<file path="src/rtl/clk_meter_pkg.sv">
// Shared types and constants for the clock period meter and its helpers.
package clk_meter_pkg;

  typedef enum logic [1:0] {
    IDLE      = 2'd0,
    MEASURE   = 2'd1,
    TIMED_OUT = 2'd2
  } state_t;

  localparam int CNT_W_DEF = 32;

  // All-ones value of a w-bit counter (1 <= w <= 64); saturation ceiling.
  function automatic logic [63:0] sat_max(input int w);
    return {64{1'b1}} >> (64 - w);
  endfunction

endpackage

</file>
<file path="src/rtl/sync_edge_det.sv">
// Multi-flop synchronizer for an asynchronous level, plus one history flop
// for rise/fall detection. All state advances only on clken.
module sync_edge_det #(
  parameter int SYNC_STAGES = 2
) (
  input  logic clkin,
  input  logic rst,
  input  logic clken,
  input  logic d,
  output logic level,
  output logic rise,
  output logic fall
);

  logic [SYNC_STAGES-1:0] chain;
  logic                   hist;

  // Shift the async input through the synchronizer and remember last level.
  always_ff @(posedge clkin) begin
    if (rst) begin
      chain <= '0;
      hist  <= 1'b0;
    end else if (clken) begin
      chain <= {chain[SYNC_STAGES-2:0], d};
      hist  <= chain[SYNC_STAGES-1];
    end
  end

  assign level = chain[SYNC_STAGES-1];
  assign rise  = level & ~hist;
  assign fall  = ~level & hist;

endmodule

</file>
<file path="src/rtl/clk_period_meter.sv">
// Measures period and high time of a slow asynchronous square wave in clkin
// cycles, flags loss of edges (timeout) and lock against an expected period.
// Optional build macro CLK_METER_AVG_EN adds period_avg, the mean of the last
// four measured periods (0 until four have been taken).
module clk_period_meter
  import clk_meter_pkg::*;
#(
  parameter int SYNC_STAGES = 2,
  parameter int CNT_W       = CNT_W_DEF,
  parameter int TIMEOUT     = 50000000,
  parameter int EXPECTED    = 50000,
  parameter int TOL         = 2,
  parameter int LOCK_COUNT  = 4
) (
  input  logic             clkin,
  input  logic             rst,
  input  logic             clken,
  input  logic             sig_in,
  output logic             meas_valid,
  output logic [CNT_W-1:0] period,
  output logic [CNT_W-1:0] high_time,
  output logic             timeout,
  output logic             locked
`ifdef CLK_METER_AVG_EN
  , output logic [CNT_W-1:0] period_avg
`endif
);

  localparam logic [CNT_W-1:0] CNT_MAX   = CNT_W'(sat_max(CNT_W));
  localparam logic [CNT_W-1:0] TIMEOUT_C = CNT_W'(TIMEOUT);
  localparam logic [CNT_W-1:0] EXP_C     = CNT_W'(EXPECTED);
  localparam logic [CNT_W-1:0] TOL_C     = CNT_W'(TOL);
  localparam int               RUN_W     = $clog2(LOCK_COUNT + 1);
  localparam logic [RUN_W-1:0] LOCK_C    = RUN_W'(LOCK_COUNT);

  function automatic logic [CNT_W-1:0] sat_inc(input logic [CNT_W-1:0] v);
    return (v == CNT_MAX) ? v : v + CNT_W'(1);
  endfunction

  // Absolute difference without wrap-around, compared against the tolerance.
  function automatic logic in_tol(input logic [CNT_W-1:0] p);
    if (p >= EXP_C) return (p - EXP_C) <= TOL_C;
    else            return (EXP_C - p) <= TOL_C;
  endfunction

  logic             level, rise, fall;
  state_t           state;
  logic [CNT_W-1:0] cnt, hcnt, hi_shadow, cnt_inc;
  logic             mv_p1;
  logic [RUN_W-1:0] lock_run, run_inc;
  logic             meas_evt, to_evt, tol_ok;

  sync_edge_det #(
    .SYNC_STAGES(SYNC_STAGES)
  ) u_sync (
    .clkin (clkin),
    .rst   (rst),
    .clken (clken),
    .d     (sig_in),
    .level (level),
    .rise  (rise),
    .fall  (fall)
  );

  // cnt_inc is the period length if a rise lands this cycle (the rise cycle
  // itself is the last cycle of the period).
  assign cnt_inc  = sat_inc(cnt);
  assign meas_evt = clken && (state == MEASURE) && rise;
  assign to_evt   = clken && (state == MEASURE) && !rise && (cnt_inc == TIMEOUT_C);
  assign tol_ok   = in_tol(cnt_inc);
  assign run_inc  = (lock_run == LOCK_C) ? lock_run : lock_run + RUN_W'(1);

  // The pulse is held while disabled and shown only in enabled cycles, so a
  // consumer in the clken domain sees it exactly once.
  assign meas_valid = mv_p1 & clken;

  // Edge-to-edge measurement FSM.
  always_ff @(posedge clkin) begin
    if (rst) begin
      state     <= IDLE;
      cnt       <= '0;
      hcnt      <= '0;
      hi_shadow <= '0;
      period    <= '0;
      high_time <= '0;
      mv_p1     <= 1'b0;
      timeout   <= 1'b0;
    end else if (clken) begin
      mv_p1 <= 1'b0;
      case (state)
        IDLE: begin
          if (rise) begin
            state <= MEASURE;
            cnt   <= '0;
            hcnt  <= '0;
          end
        end
        MEASURE: begin
          if (rise) begin
            period    <= cnt_inc;
            high_time <= hi_shadow;
            mv_p1     <= 1'b1;
            cnt       <= '0;
            hcnt      <= '0;
          end else if (cnt_inc == TIMEOUT_C) begin
            state   <= TIMED_OUT;
            timeout <= 1'b1;
          end else begin
            cnt <= cnt_inc;
            if (level) hcnt <= sat_inc(hcnt);
            // hcnt misses the rise cycle (it restarts at 0 there), so add it back.
            if (fall) hi_shadow <= sat_inc(hcnt);
          end
        end
        TIMED_OUT: begin
          if (rise) begin
            state   <= MEASURE;
            timeout <= 1'b0;
            cnt     <= '0;
            hcnt    <= '0;
          end
        end
        default: state <= IDLE;
      endcase
    end
  end

  // Lock tracking: consecutive in-tolerance measurements, cleared on timeout.
  always_ff @(posedge clkin) begin
    if (rst || to_evt) begin
      lock_run <= '0;
      locked   <= 1'b0;
    end else if (meas_evt) begin
      if (tol_ok) begin
        lock_run <= run_inc;
        locked   <= (run_inc == LOCK_C);
      end else begin
        lock_run <= '0;
        locked   <= 1'b0;
      end
    end
  end

`ifdef CLK_METER_AVG_EN
  logic [CNT_W-1:0] hist [4];
  logic [CNT_W+1:0] sum, sum_next;
  logic [2:0]       navg;

  // Running sum: add the newest period, drop the one leaving the window.
  assign sum_next = sum + {2'b00, cnt_inc} - {2'b00, hist[3]};

  // Four-deep period history and its average, published with meas_valid.
  always_ff @(posedge clkin) begin
    if (rst || to_evt) begin
      for (int i = 0; i < 4; i++) hist[i] <= '0;
      sum        <= '0;
      navg       <= '0;
      period_avg <= '0;
    end else if (meas_evt) begin
      hist[0] <= cnt_inc;
      for (int i = 1; i < 4; i++) hist[i] <= hist[i-1];
      sum <= sum_next;
      if (navg != 3'd4) navg <= navg + 3'd1;
      period_avg <= (navg >= 3'd3) ? sum_next[CNT_W+1:2] : '0;
    end
  end
`endif

endmodule

</file>
<file path="config.mk">
export PLATFORM = sky130hd
export DESIGN_NAME = clk_period_meter
export DESIGN_NICKNAME = d
export VERILOG_FILES = /design/src/rtl/clk_meter_pkg.sv /design/src/rtl/sync_edge_det.sv /design/src/rtl/clk_period_meter.sv
export SDC_FILE = /design/constraint.sdc
export NUM_CORES = 1
export LEC_CHECK = 0
export BUFFER_PORTS_ARGS = -buffer_cell sky130_fd_sc_hd__buf_4
export CAP_MARGIN = 20
export CORE_ASPECT_RATIO = 1.5
export CORE_UTILIZATION = 45
export DETAILED_ROUTE_END_ITERATION = 8
export PLACE_DENSITY = 0.69
export SYNTH_ARGS = -nofsm -noshare
export SYNTH_HDL_FRONTEND = slang
export SYNTH_SLANG_ARGS = --single-unit
</file>
<file path="constraint.sdc">
create_clock -name clkin -period 5 [get_ports clkin]
set_input_delay 0.75 -clock clkin [delete_from_list [all_inputs] [get_ports clkin]]
set_output_delay 0.75 -clock clkin [all_outputs]
set_load 0.02 [all_outputs]
</file>
==> flow_metrics.tcl, run 1 <==
set metrics [dict create \
    ys_seq_area_share_pct 36.4 \
    grt_max_degree 87 \
    timing.final.crit_share_pct 92.8 \
    startpoint_type "flip-flop" \
    post-cts-setup-buffers 0 \
    final.min_clock_period_ns 4.64 \
    power_leakage_nw 3.61 \
    grt_first_pass_wirelength_um 45500 \
    async_reset_ff_share_pct 0 \
    cts_buf_count 17 \
    first_global_vias 8692 \
    synthesis.instances 1244 \
    place.gp.congestion 0.976 \
    wl_per_cell_um 18.4 \
    timing.slew.headroom_pct 33.8 \
    design.die.area_sq_um 21500 \
    run_status "finished clean" \
    die_width_um 120 \
    worst_r2r_path_depth 12 \
    hpwlAfterDp_um 19700 \
    min_delay_path_depth 2 \
    clock-root-buffer "sky130_fd_sc_hd__clkbuf_16" \
    synthDistinctLibCells 68 \
    globalRoute.totalOverflow 0 \
    power-per-cell-area_nw_per_um2 256 \
    synth.ff_latch_count 171 \
    port_buffers 70 \
    worst-r2r-setup-slack_ns 0.36 \
    max_slew.worst_pin.slew_ns 0.990 \
    routed_wire_length_um 28500 \
    arrival_ns 4.96 \
    boundaryPins 71 \
    timing.critical_path.to_type "flip-flop" \
    fillers 2055 \
    core_area_sq_um 20400 \
    drt_first_iter_violations 622 \
    setup_repair_after_global_routing_missed_its_margin "no" \
    number_of_slew_limit_violations_in_the_final_report 0 \
    clkSlewWorstSetupHoldPaths_ns 0.07 \
    timing.hold.worst_endpoint "high_time[23]" \
    finalHoldWorstSlack_ns 0.449 \
    most_common_library_cell_in_the_layout_ignoring_fill_and_taps "sky130_fd_sc_hd__dfxtp_1" \
    ys.flop_type "sky130_fd_sc_hd__dfxtp_1" \
    setup_viol 0 \
    holdCritPathClass "flip-flop to flip-flop" \
    max_clock_freq_ghz 0.216 \
    rows 64 \
    average_vias_per_placed_instance 5.97 \
    detail_route.drc_violations 0 \
    clkSinkCount 171 \
    grt_usage_pct 27.2 \
    number_of_antenna_violations_at_the_first_check_in_global_routing 0 \
    finalSetupTns_ns 0 \
    clock_insertion_delay_worst_skew_ns 0.45 \
    synth.net_count 1254 \
    initial_core_util_pct 46.1 \
    cp_max_fo 22 \
    post_drt_antenna_nets 0 \
    die_y_um 179 \
    cp_data_required_time_ns 5.32 \
    timing_worst_setup_path_type "flip-flop to flip-flop" \
    num_vias 9220 \
    timing.hold.worst.start "hi_shadow[23]" \
    final_nets 1277 \
    drt_first_pass_iters 5 \
    layout-drive-gt1-share_pct 12.5 \
    antenna_cells 0 \
    clock_path_buffers 2 \
    cts_tree "done" \
    number_of_enable_type_register_cells_in_the_synthesized_netlist 0 \
    timing.clock.skew_ns 0.00811 \
    critical_path.reg2reg.startpoint "cnt[17]" \
    regToRegEndpoint "cnt[5]" \
    flow.area_growth_from_synthesis_pct 14.1 \
    final-hold-violation-count 0 \
    drv_cap 0 \
    avgSynthCellArea_sq_um 7.57 \
    netlist_area_sq_um 9410 \
    vdd.ir_drop.worst_mv 0.263 \
    synth-warning-count 0 \
    post_route_core_utilization_pct 52.6 \
    ctsHtreeMaxLevel 4 \
    top_library_cells_by_usage_in_the_layout_fill_and_taps_aside "sky130_fd_sc_hd__dfxtp_1, sky130_fd_sc_hd__nand2_1, sky130_fd_sc_hd__nor2_1" \
]
[state kept, by name, summed over array words and instances, names as in the netlist]
register      flops
u_sync.chain      2
lock_run          3
cnt              32
timeout           1
mv_p1             1
high_time        32
locked            1
u_sync.hist       1
hcnt             32
hi_shadow        32
state             2
period           32
[Yosys cell counts, types with 21 or more instances]
master | instances | area, sq um
sky130_fd_sc_hd__or3_1 | 25 | 156
sky130_fd_sc_hd__a211oi_1 | 60 | 450
sky130_fd_sc_hd__dfxtp_1 | 171 | 3420
sky130_fd_sc_hd__nand2_1 | 161 | 604
sky130_fd_sc_hd__nor2_1 | 140 | 526
sky130_fd_sc_hd__o21ai_1 | 33 | 165
sky130_fd_sc_hd__nand3_1 | 50 | 250
sky130_fd_sc_hd__a21oi_1 | 135 | 676
sky130_fd_sc_hd__o21ai_0 | 21 | 105
sky130_fd_sc_hd__clkbuf_1 | 70 | 263
sky130_fd_sc_hd__xnor2_1 | 26 | 228
sky130_fd_sc_hd__xor2_1 | 26 | 228
sky130_fd_sc_hd__nor3_1 | 27 | 135
sky130_fd_sc_hd__nand4_1 | 27 | 169
[kinds of logic (layout without fill, tap and decap cells)]
logic type                 after synthesis  after routing  synth area share [%]
xor gates and xnor gates                52             52                  4.84
and+or+nand+nor                        560            560                  29.7
buffers and inverters                  118            154                  5.69
adders and majority gates                6              6                 0.797
AOI/OAI and AO/OA                      327            327                  21.5
muxes                                   10             10                  1.06
DFF                                    171            171                  36.4
[layer usage]
metal / track usage [%] / vias up / share of wire [%]
met5: 0 / - / 0
met4: 15.7 / 0 / 4.5
met3: 4.93 / 83 / 4.9
met2: 49.0 / 282 / 52
met1: 29.7 / 4325 / 38
li1: - / 4530 / -
[stage by stage]
step	cells	cell area, sq um	worst slack [ns]	total power [mW]
finish	1544	10700	0.361	2.75
global route	1544	10700	0.0172	2.82
CTS	1544	10700	0.423	2.77
detailed placement	1512	10100	0.447	1.45
global placement	1512	10100	0.528	1.45
floorplan	1244	9410	0.832	1.44
[worst max-delay path: stages, from the launching register on]
cell	delay (ns)
sky130_fd_sc_hd__dfxtp_1	0.57
sky130_fd_sc_hd__nand4_1	0.32
sky130_fd_sc_hd__nor4_2	0.61
sky130_fd_sc_hd__a2111oi_4	0.19
sky130_fd_sc_hd__xor2_1	0.42
sky130_fd_sc_hd__or4b_1	0.47
sky130_fd_sc_hd__or4_1	0.51
sky130_fd_sc_hd__or4_1	0.58
sky130_fd_sc_hd__a21oi_1	0.22
sky130_fd_sc_hd__nor2_1	0.08
sky130_fd_sc_hd__buf_4	0.25
sky130_fd_sc_hd__a31oi_1	0.21
sky130_fd_sc_hd__nor3_1	0.07
[final cells by class]
cell class	instances	area, sq um	area share [%]
multi-input cells	955	5490	51.1
inverters	13	48.8	0.454
flip-flops and latches	171	3420	31.9
clock buffers	18	439	4.09
clock inverters	14	144	1.34
well taps	264	330	3.07
repair buffers	109	868	8.08
[how the worst max path moves through the flow]
stage | start | end | cells after the start
after global placement | cnt[17] | cnt[5] | 12
after floorplan | cnt[0] | lock_run[2] | 15
after global routing | cnt[15] | lock_run[2] | 12
after CTS | cnt[1] | cnt[5] | 13
after detailed placement | cnt[1] | cnt[5] | 13
final | cnt[17] | cnt[5] | 12
[power breakdown]
part           switching (mW)  leakage [nW]  internal [mW]  total (mW)
clock                   0.579         0.286          0.748        1.33
combinational          0.0451          1.95         0.0126      0.0577
sequential            0.00181          1.38           1.36        1.36
total                   0.626          3.61           2.12        2.75
[what timing repair did]
item,4_1_cts,5_1_grt
resized for setup,0,2
endpoints found under the setup margin,0,13
hold endpoints to repair,0,0
hold buffers,0,0
(Power assumes the default switching activity.)
==> run 2, diff against run 1 <==
- CORE_ASPECT_RATIO: 1.5 -> 0.5
- REMOVE_ABC_BUFFERS: not set -> 1
==> run 2 against run 1 <==
  * The run now ends with design-rule violations left
  * First-iteration DRC count increased by 51%
  * Count of clock-buffer cells in the layout unchanged
  * Core utilization increased by 1.3 points
  * Global-route usage decreased by 0.78 points
  * Maximum frequency increased by 1.3%
  * Setup slack improved by 0.061 ns
  * Total power increased by 1.2%
  * Critical path depth increased by 4
  * Die area increased by 0.11%
  * Sequential share of layout area decreased by 0.059 points
  * Cell area increased by 0.19%
  * Via count increased by 0.95%
  * Critical path type unchanged
  * Highest routed layer unchanged
==> flow_metrics.tcl, run 2 (synthesis gave the netlist of run 1 again) <==
set metrics [dict create \
    antenna_cells 0 \
    top_library_cells_by_usage_in_the_layout_fill_and_taps_aside "sky130_fd_sc_hd__dfxtp_1, sky130_fd_sc_hd__nand2_1, sky130_fd_sc_hd__nor2_1" \
    number_of_antenna_violations_at_the_first_check_in_global_routing 0 \
    globalRoute.totalOverflow 0 \
    initial_core_util_pct 47.2 \
    number_of_slew_limit_violations_in_the_final_report 0 \
    routed_wire_length_um 27700 \
    grt_max_degree 92 \
    postCtsResizedCells 0 \
    drt_first_iter_violations 939 \
    power-per-cell-area_nw_per_um2 258 \
    cts_buf_count 17 \
    clkSinkCount 171 \
    timing.final.crit_share_pct 91.6 \
    timing.critical_path.to_type "flip-flop" \
    power_leakage_nw 3.62 \
    core_area_sq_um 20000 \
    die_y_um 104 \
    first_global_vias 8407 \
    layout-drive-gt1-share_pct 12.5 \
    place.gp.congestion 0.946 \
    cts_hold_buffers 0 \
    detailedPlace.worstSlack_ns 0.535 \
    wirelength_met1_um 12900 \
    timing.clock.skew_ns 0.0168 \
    clock_path_buffers 2 \
    wl_per_cell_um 17.9 \
    final_critical_path_setup_slack_ns 0.422 \
    hpwlAfterDp_um 19300 \
    dr_wl_met3_um 1960 \
    arrival_ns 4.89 \
    setup_viol 0 \
    clkSlewWorstSetupHoldPaths_ns 0.07 \
    vdd.ir_drop.worst_mv 0.254 \
    cts_tree "done" \
    drt_first_pass_iters 8 \
    grt_first_pass_wirelength_um 45100 \
    startpoint_type "flip-flop" \
    place_inst 1517 \
    holdCritPathClass "flip-flop to flip-flop" \
    timing.slew.headroom_pct 29.7 \
    num_vias 9308 \
    setup_repair_after_global_routing_missed_its_margin "no" \
    clock-root-buffer "sky130_fd_sc_hd__clkbuf_16" \
    grt_usage_pct 26.5 \
    post-cts-setup-buffers 0 \
    cp_max_fo 63 \
    flow.area_growth_from_synthesis_pct 14.4 \
    port_buffers 70 \
    max_slew.worst_pin.slew_ns 1.05 \
    ctsHtreeMaxLevel 4 \
    run_status "finished with violations" \
    max_clock_freq_ghz 0.218 \
    most_common_library_cell_in_the_layout_ignoring_fill_and_taps "sky130_fd_sc_hd__dfxtp_1" \
    average_vias_per_placed_instance 6.01 \
    finalHoldWorstSlack_ns 0.452 \
    final.min_clock_period_ns 4.58 \
    fin_total_pwr_mw 2.78 \
    final_nets 1281 \
    timing_worst_setup_path_type "flip-flop to flip-flop" \
    wl_met2_um 12600 \
    stdcell_count 1549 \
    highest_layer "met4" \
    failed_checks "design-rule violations" \
    cp_data_required_time_ns 5.31 \
    post_drt_antenna_nets 0 \
    final-hold-violation-count 0 \
    detail_route.drc_violations 2 \
    die_width_um 207 \
    drv_cap 0 \
    design.die.area_sq_um 21500 \
    rows 36 \
    clock_insertion_delay_worst_skew_ns 0.46 \
    boundaryPins 71 \
]
-- run 2: cell types whose count changed in the layout (fill, tap and decap cells not counted) --
cell,delta
sky130_fd_sc_hd__inv_8,+3
sky130_fd_sc_hd__inv_6,+1
sky130_fd_sc_hd__nor4_4,-1
sky130_fd_sc_hd__buf_4,+5
sky130_fd_sc_hd__buf_16,+1
sky130_fd_sc_hd__clkbuf_1,+1
sky130_fd_sc_hd__clkinv_2,-3
sky130_fd_sc_hd__clkinv_8,+1
sky130_fd_sc_hd__clkinv_4,-3
sky130_fd_sc_hd__nor4_1,+1
sky130_fd_sc_hd__buf_12,-2
sky130_fd_sc_hd__clkbuf_8,-1
-- run 2: area by class of cell --
cell class | count | area [sq um]
timing repair buffer | 113 | 893
inverter | 13 | 48.8
fill | 1904 | 9190
clock inverter | 13 | 161
sequential | 171 | 3420
clock buffer | 18 | 429
tap | 266 | 333
multi-input combinational | 955 | 5480
-- run 2: report_power, final --
part | internal [mW] | leakage (nW) | switching, mW
Combinational | 0.0124 | 1.96 | 0.0456
Sequential | 1.36 | 1.38 | 0.00165
Clock | 0.749 | 0.286 | 0.611
Total | 2.12 | 3.62 | 0.658
-- run 2: final timing paths --
check / slack [ns] / from / endpoint / cells past startpoint
max reg2reg: 0.42 / cnt[1] / hi_shadow[9] / 16
min reg2reg: 0.45 / hi_shadow[31] / high_time[31] / 2
max: 0.42 / cnt[1] / hi_shadow[9] / 16
min: 0.45 / hi_shadow[31] / high_time[31] / 2
-- run 2: worst max-delay path, stage by stage (launching register included) --
cell	delay, ns
sky130_fd_sc_hd__dfxtp_1	0.48
sky130_fd_sc_hd__ha_1	0.28
sky130_fd_sc_hd__and3_1	0.36
sky130_fd_sc_hd__nand4_1	0.32
sky130_fd_sc_hd__nor4_1	0.35
sky130_fd_sc_hd__buf_4	0.21
sky130_fd_sc_hd__mux2i_1	0.47
sky130_fd_sc_hd__ha_1	0.30
sky130_fd_sc_hd__nand3_1	0.13
sky130_fd_sc_hd__nor4_1	0.27
sky130_fd_sc_hd__nand2_1	0.08
sky130_fd_sc_hd__nor4_1	0.37
sky130_fd_sc_hd__buf_4	0.20
sky130_fd_sc_hd__nor4b_2	0.04
sky130_fd_sc_hd__buf_4	0.32
sky130_fd_sc_hd__nor2_1	0.19
sky130_fd_sc_hd__a211oi_1	0.07
-- run 2: layer usage --
layer | GRT usage, % | up-vias
met1 | 37.6 | 4424
li1 | - | 4531
met4 | 6.25 | 0
met5 | 0 | -
met2 | 40.8 | 322
met3 | 5.29 | 31
-- run 2: through the flow --
stage / cell area (sq um) / setup TNS (ns) / util [%]
after CTS: 10700 / 0 / 53.8
final: 10800 / 0 / 54.0
after global placement: 10100 / 0 / 50.9
after global routing: 10800 / 0 / 54.0
after detailed placement: 10100 / 0 / 50.9
after floorplan: 8930 / -105.01 / -
==> run 3, diff against run 2 <==
- BUFFER_PORTS_ARGS: -buffer_cell sky130_fd_sc_hd__buf_4 -> not set
- DONT_BUFFER_PORTS: not set -> 1
- PLACE_DENSITY: 0.69 -> 0.66
- SYNTH_HIERARCHICAL: not set -> 1
==> run 3 against run 2 <==
  * Critical endpoint is now locked
  * Global-route usage down 0.88 points
  * Total power down 2.8%
  * Critical path type unchanged
  * The run now ends clean
  * Count of clock-buffer cells in the layout up 1
==> flow_metrics.tcl, run 3 <==
set metrics [dict create \
    cp_cell_sequence "nand4_1 -> or4_1 -> a31oi_1 -> a21boi_0 -> nor3b_2 -> nand4_1 -> or4_1 -> a2111o_1 -> nor4_2 -> o21ai_1 -> o21ai_1" \
    setup_viol 0 \
    die_width_um 209 \
    clkPwrFrac_pct 48.6 \
    final_nets 1240 \
    synth.area.top_cells "sky130_fd_sc_hd__dfxtp_1, sky130_fd_sc_hd__a21oi_1, sky130_fd_sc_hd__nor2_1, sky130_fd_sc_hd__nand2_1, sky130_fd_sc_hd__a211oi_1" \
    async_reset_ff_share_pct 0 \
    power-per-cell-area_nw_per_um2 257 \
    area_leader_netlist "sky130_fd_sc_hd__dfxtp_1" \
    drv_cap 0 \
    cts_tree "done" \
    core_area_sq_um 20700 \
    detailedPlace.worstSlack_ns 0.367 \
    startpoint_type "flip-flop" \
    synthesis.instances 1267 \
    run_status "finished clean" \
    clock_insertion_delay_worst_skew_ns 0.45 \
    power.share.combinational_pct 1.0 \
    placed_cell_area_sq_um 9920 \
    timing.clock.skew_ns 0.0104 \
    wl_per_cell_um 18.5 \
    clock-root-buffer "sky130_fd_sc_hd__clkbuf_16" \
    final-hold-violation-count 0 \
    arrival_ns 5.06 \
    ctsHtreeMaxLevel 4 \
    worst-r2r-setup-slack_ns 0.32 \
    ys_seq_area_share_pct 35.6 \
    drt_first_pass_iters 6 \
    crit_path_top_delay_cell "sky130_fd_sc_hd__dfxtp_1" \
    clkSinkCount 171 \
    netlist_area_sq_um 9610 \
    die_y_um 105 \
    max_slew.worst_pin.slew_ns 0.964 \
    antenna_cells 0 \
    rows 37 \
    boundaryPins 71 \
    most_common_library_cell_in_the_layout_ignoring_fill_and_taps "sky130_fd_sc_hd__dfxtp_1" \
    fin_total_pwr_mw 2.71 \
    vdd.ir_drop.worst_mv 0.226 \
    max_clock_freq_ghz 0.214 \
    power.share.switching_pct 24.5 \
    initial_core_util_pct 46.3 \
    port_buffers 0 \
    power_switching_mw 0.662 \
    final.min_clock_period_ns 4.68 \
    post-cts-setup-buffers 0 \
    timing_worst_setup_path_type "flip-flop to flip-flop" \
    synthDistinctLibCells 73 \
    final_critical_path_setup_slack_ns 0.321 \
    grt_max_degree 170 \
    first_global_vias 8264 \
    number_of_slew_limit_violations_in_the_final_report 0 \
    netlist.area_leader.share_pct 35.6 \
    grt_usage_pct 25.6 \
    hpwlAfterDp_um 19000 \
    cts_hold_buffers 0 \
    clkSlewWorstSetupHoldPaths_ns 0.07 \
    grt_first_pass_wirelength_um 45300 \
    timing.hold.worst_endpoint "period[3]" \
    critical_path.max_stage_delay_ns 0.73 \
    cp_max_fo 19 \
    drt_first_iter_violations 634 \
    power_leakage_nw 3.36 \
    regToRegEndpoint "locked" \
    finalSetupTns_ns 0 \
    setup_repair_after_global_routing_missed_its_margin "no" \
    design_area_sq_um 10500 \
    critical_path.reg2reg.startpoint "cnt[3]" \
    ys.flop_type "sky130_fd_sc_hd__dfxtp_1" \
    number_of_enable_type_register_cells_in_the_synthesized_netlist 0 \
    num_vias 9252 \
    globalRoute.totalOverflow 0 \
    flow.area_growth_from_synthesis_pct 9.73 \
    top_library_cells_by_usage_in_the_layout_fill_and_taps_aside "sky130_fd_sc_hd__dfxtp_1, sky130_fd_sc_hd__nor2_1, sky130_fd_sc_hd__nand2_1" \
    min_delay_path_depth 1 \
    layout-drive-gt1-share_pct 8.21 \
    p_int_mw 2.04 \
    synthMostInstantiatedCell "sky130_fd_sc_hd__dfxtp_1" \
    ys_top_cells_by_count "sky130_fd_sc_hd__dfxtp_1, sky130_fd_sc_hd__nor2_1, sky130_fd_sc_hd__nand2_1, sky130_fd_sc_hd__a21oi_1, sky130_fd_sc_hd__clkbuf_1" \
    post_drt_antenna_nets 0 \
    routed_wire_length_um 28000 \
    average_vias_per_placed_instance 6.10 \
    holdCritPathClass "input pin to flip-flop" \
    avgSynthCellArea_sq_um 7.58 \
    synth-warning-count 6 \
    synth.ff_latch_count 171 \
    place.gp.congestion 0.972 \
    timing.hold.worst.start "rst" \
    cp_data_required_time_ns 5.39 \
    p_seq_share_pct 50.4 \
    finalHoldWorstSlack_ns 0.378 \
    clock_path_buffers 2 \
    timing.final.crit_share_pct 93.6 \
    cts_buf_count 17 \
    design.die.area_sq_um 22000 \
    timing.slew.headroom_pct 35.3 \
    detail_route.drc_violations 0 \
    number_of_antenna_violations_at_the_first_check_in_global_routing 1 \
    timing.critical_path.to_type "flip-flop" \
    worst_r2r_path_depth 11 \
]
[run 3: worst max-delay path by stage]
| stage | from | to | slack [ns] | depth (start not counted) |
|---|---|---|---|---|
| 2_1_floorplan | cnt[4] | hi_shadow[28] | -0.84 | 11 |
| 3_3_place_gp | cnt[3] | lock_run[2] | 0.30 | 11 |
| 6_report | cnt[3] | locked | 0.32 | 11 |
| 5_1_grt | cnt[3] | lock_run[2] | 0.01 | 11 |
| 3_5_place_dp | cnt[3] | lock_run[2] | 0.37 | 11 |
| 4_1_cts | cnt[3] | lock_run[2] | 0.34 | 11 |
[run 3: cells by family (layout without fill, tap and decap cells)]
| logic type | after synthesis | in the layout | synth area share (%) |
|---|---|---|---|
| AND/OR/NAND/NOR | 562 | 562 | 29.4 |
| AO/OA/AOI/OAI | 330 | 330 | 21.6 |
| adder cells (fa/ha/maj) | 6 | 6 | 0.782 |
| buffers and inverters | 116 | 92 | 4.90 |
| flip-flops | 171 | 171 | 35.6 |
| multiplexers | 9 | 9 | 0.951 |
| XOR/XNOR | 73 | 73 | 6.66 |
[run 3: metal layers]
layer / GRT usage, % / part of all wire (%) / vias up
li1: - / - / 4531
met1: 36.1 / 47 / 4366
met2: 39.1 / 44 / 321
met3: 5.66 / 6.9 / 34
met4: 6.93 / 1.2 / 0
met5: 0 / 0 / -
[run 3: cell type report]
class | count | area (sq um)
inverters | 12 | 45.0
clock inverters | 13 | 133
multi-input cells | 980 | 5750
clock buffers | 19 | 443
fillers | 2019 | 10200
flip-flops and latches | 171 | 3420
well taps | 273 | 342
repair buffers | 48 | 405
[run 3: worst max-delay path: cells and delay by family (launching register included)]
| kind | cells | cell delay, ns |
|---|---|---|
| AND/OR/NAND/NOR | 6 | 2.37 |
| AO/OA/AOI/OAI | 5 | 1.52 |
| flip-flops | 1 | 0.73 |
[run 3: timing repair]
action | 4_1_cts | 5_1_grt
setup endpoints to repair | 0 | 53
resized for setup | 0 | 2
endpoints found under the hold margin | 0 | 0
[run 3: power groups by stage]
| stage | clock network (mW) | registers [mW] | logic, mW |
|---|---|---|---|
| 5_1_grt | 1.39 | 1.36 | 0.0284 |
| 6_report | 1.32 | 1.36 | 0.0260 |
| 4_1_cts | 1.34 | 1.36 | 0.0260 |
| 2_1_floorplan | 0 | 1.40 | 0.0175 |
| 3_3_place_gp | 0 | 1.40 | 0.0254 |
| 3_5_place_dp | 0 | 1.40 | 0.0259 |
[run 3: metrics by stage]
step           std cells  utilization (%)
5_1_grt             1516             50.8
4_1_cts             1515             50.6
3_3_place_gp        1483             47.9
2_1_floorplan       1163                -
3_5_place_dp        1483             47.9
6_report            1516             50.8
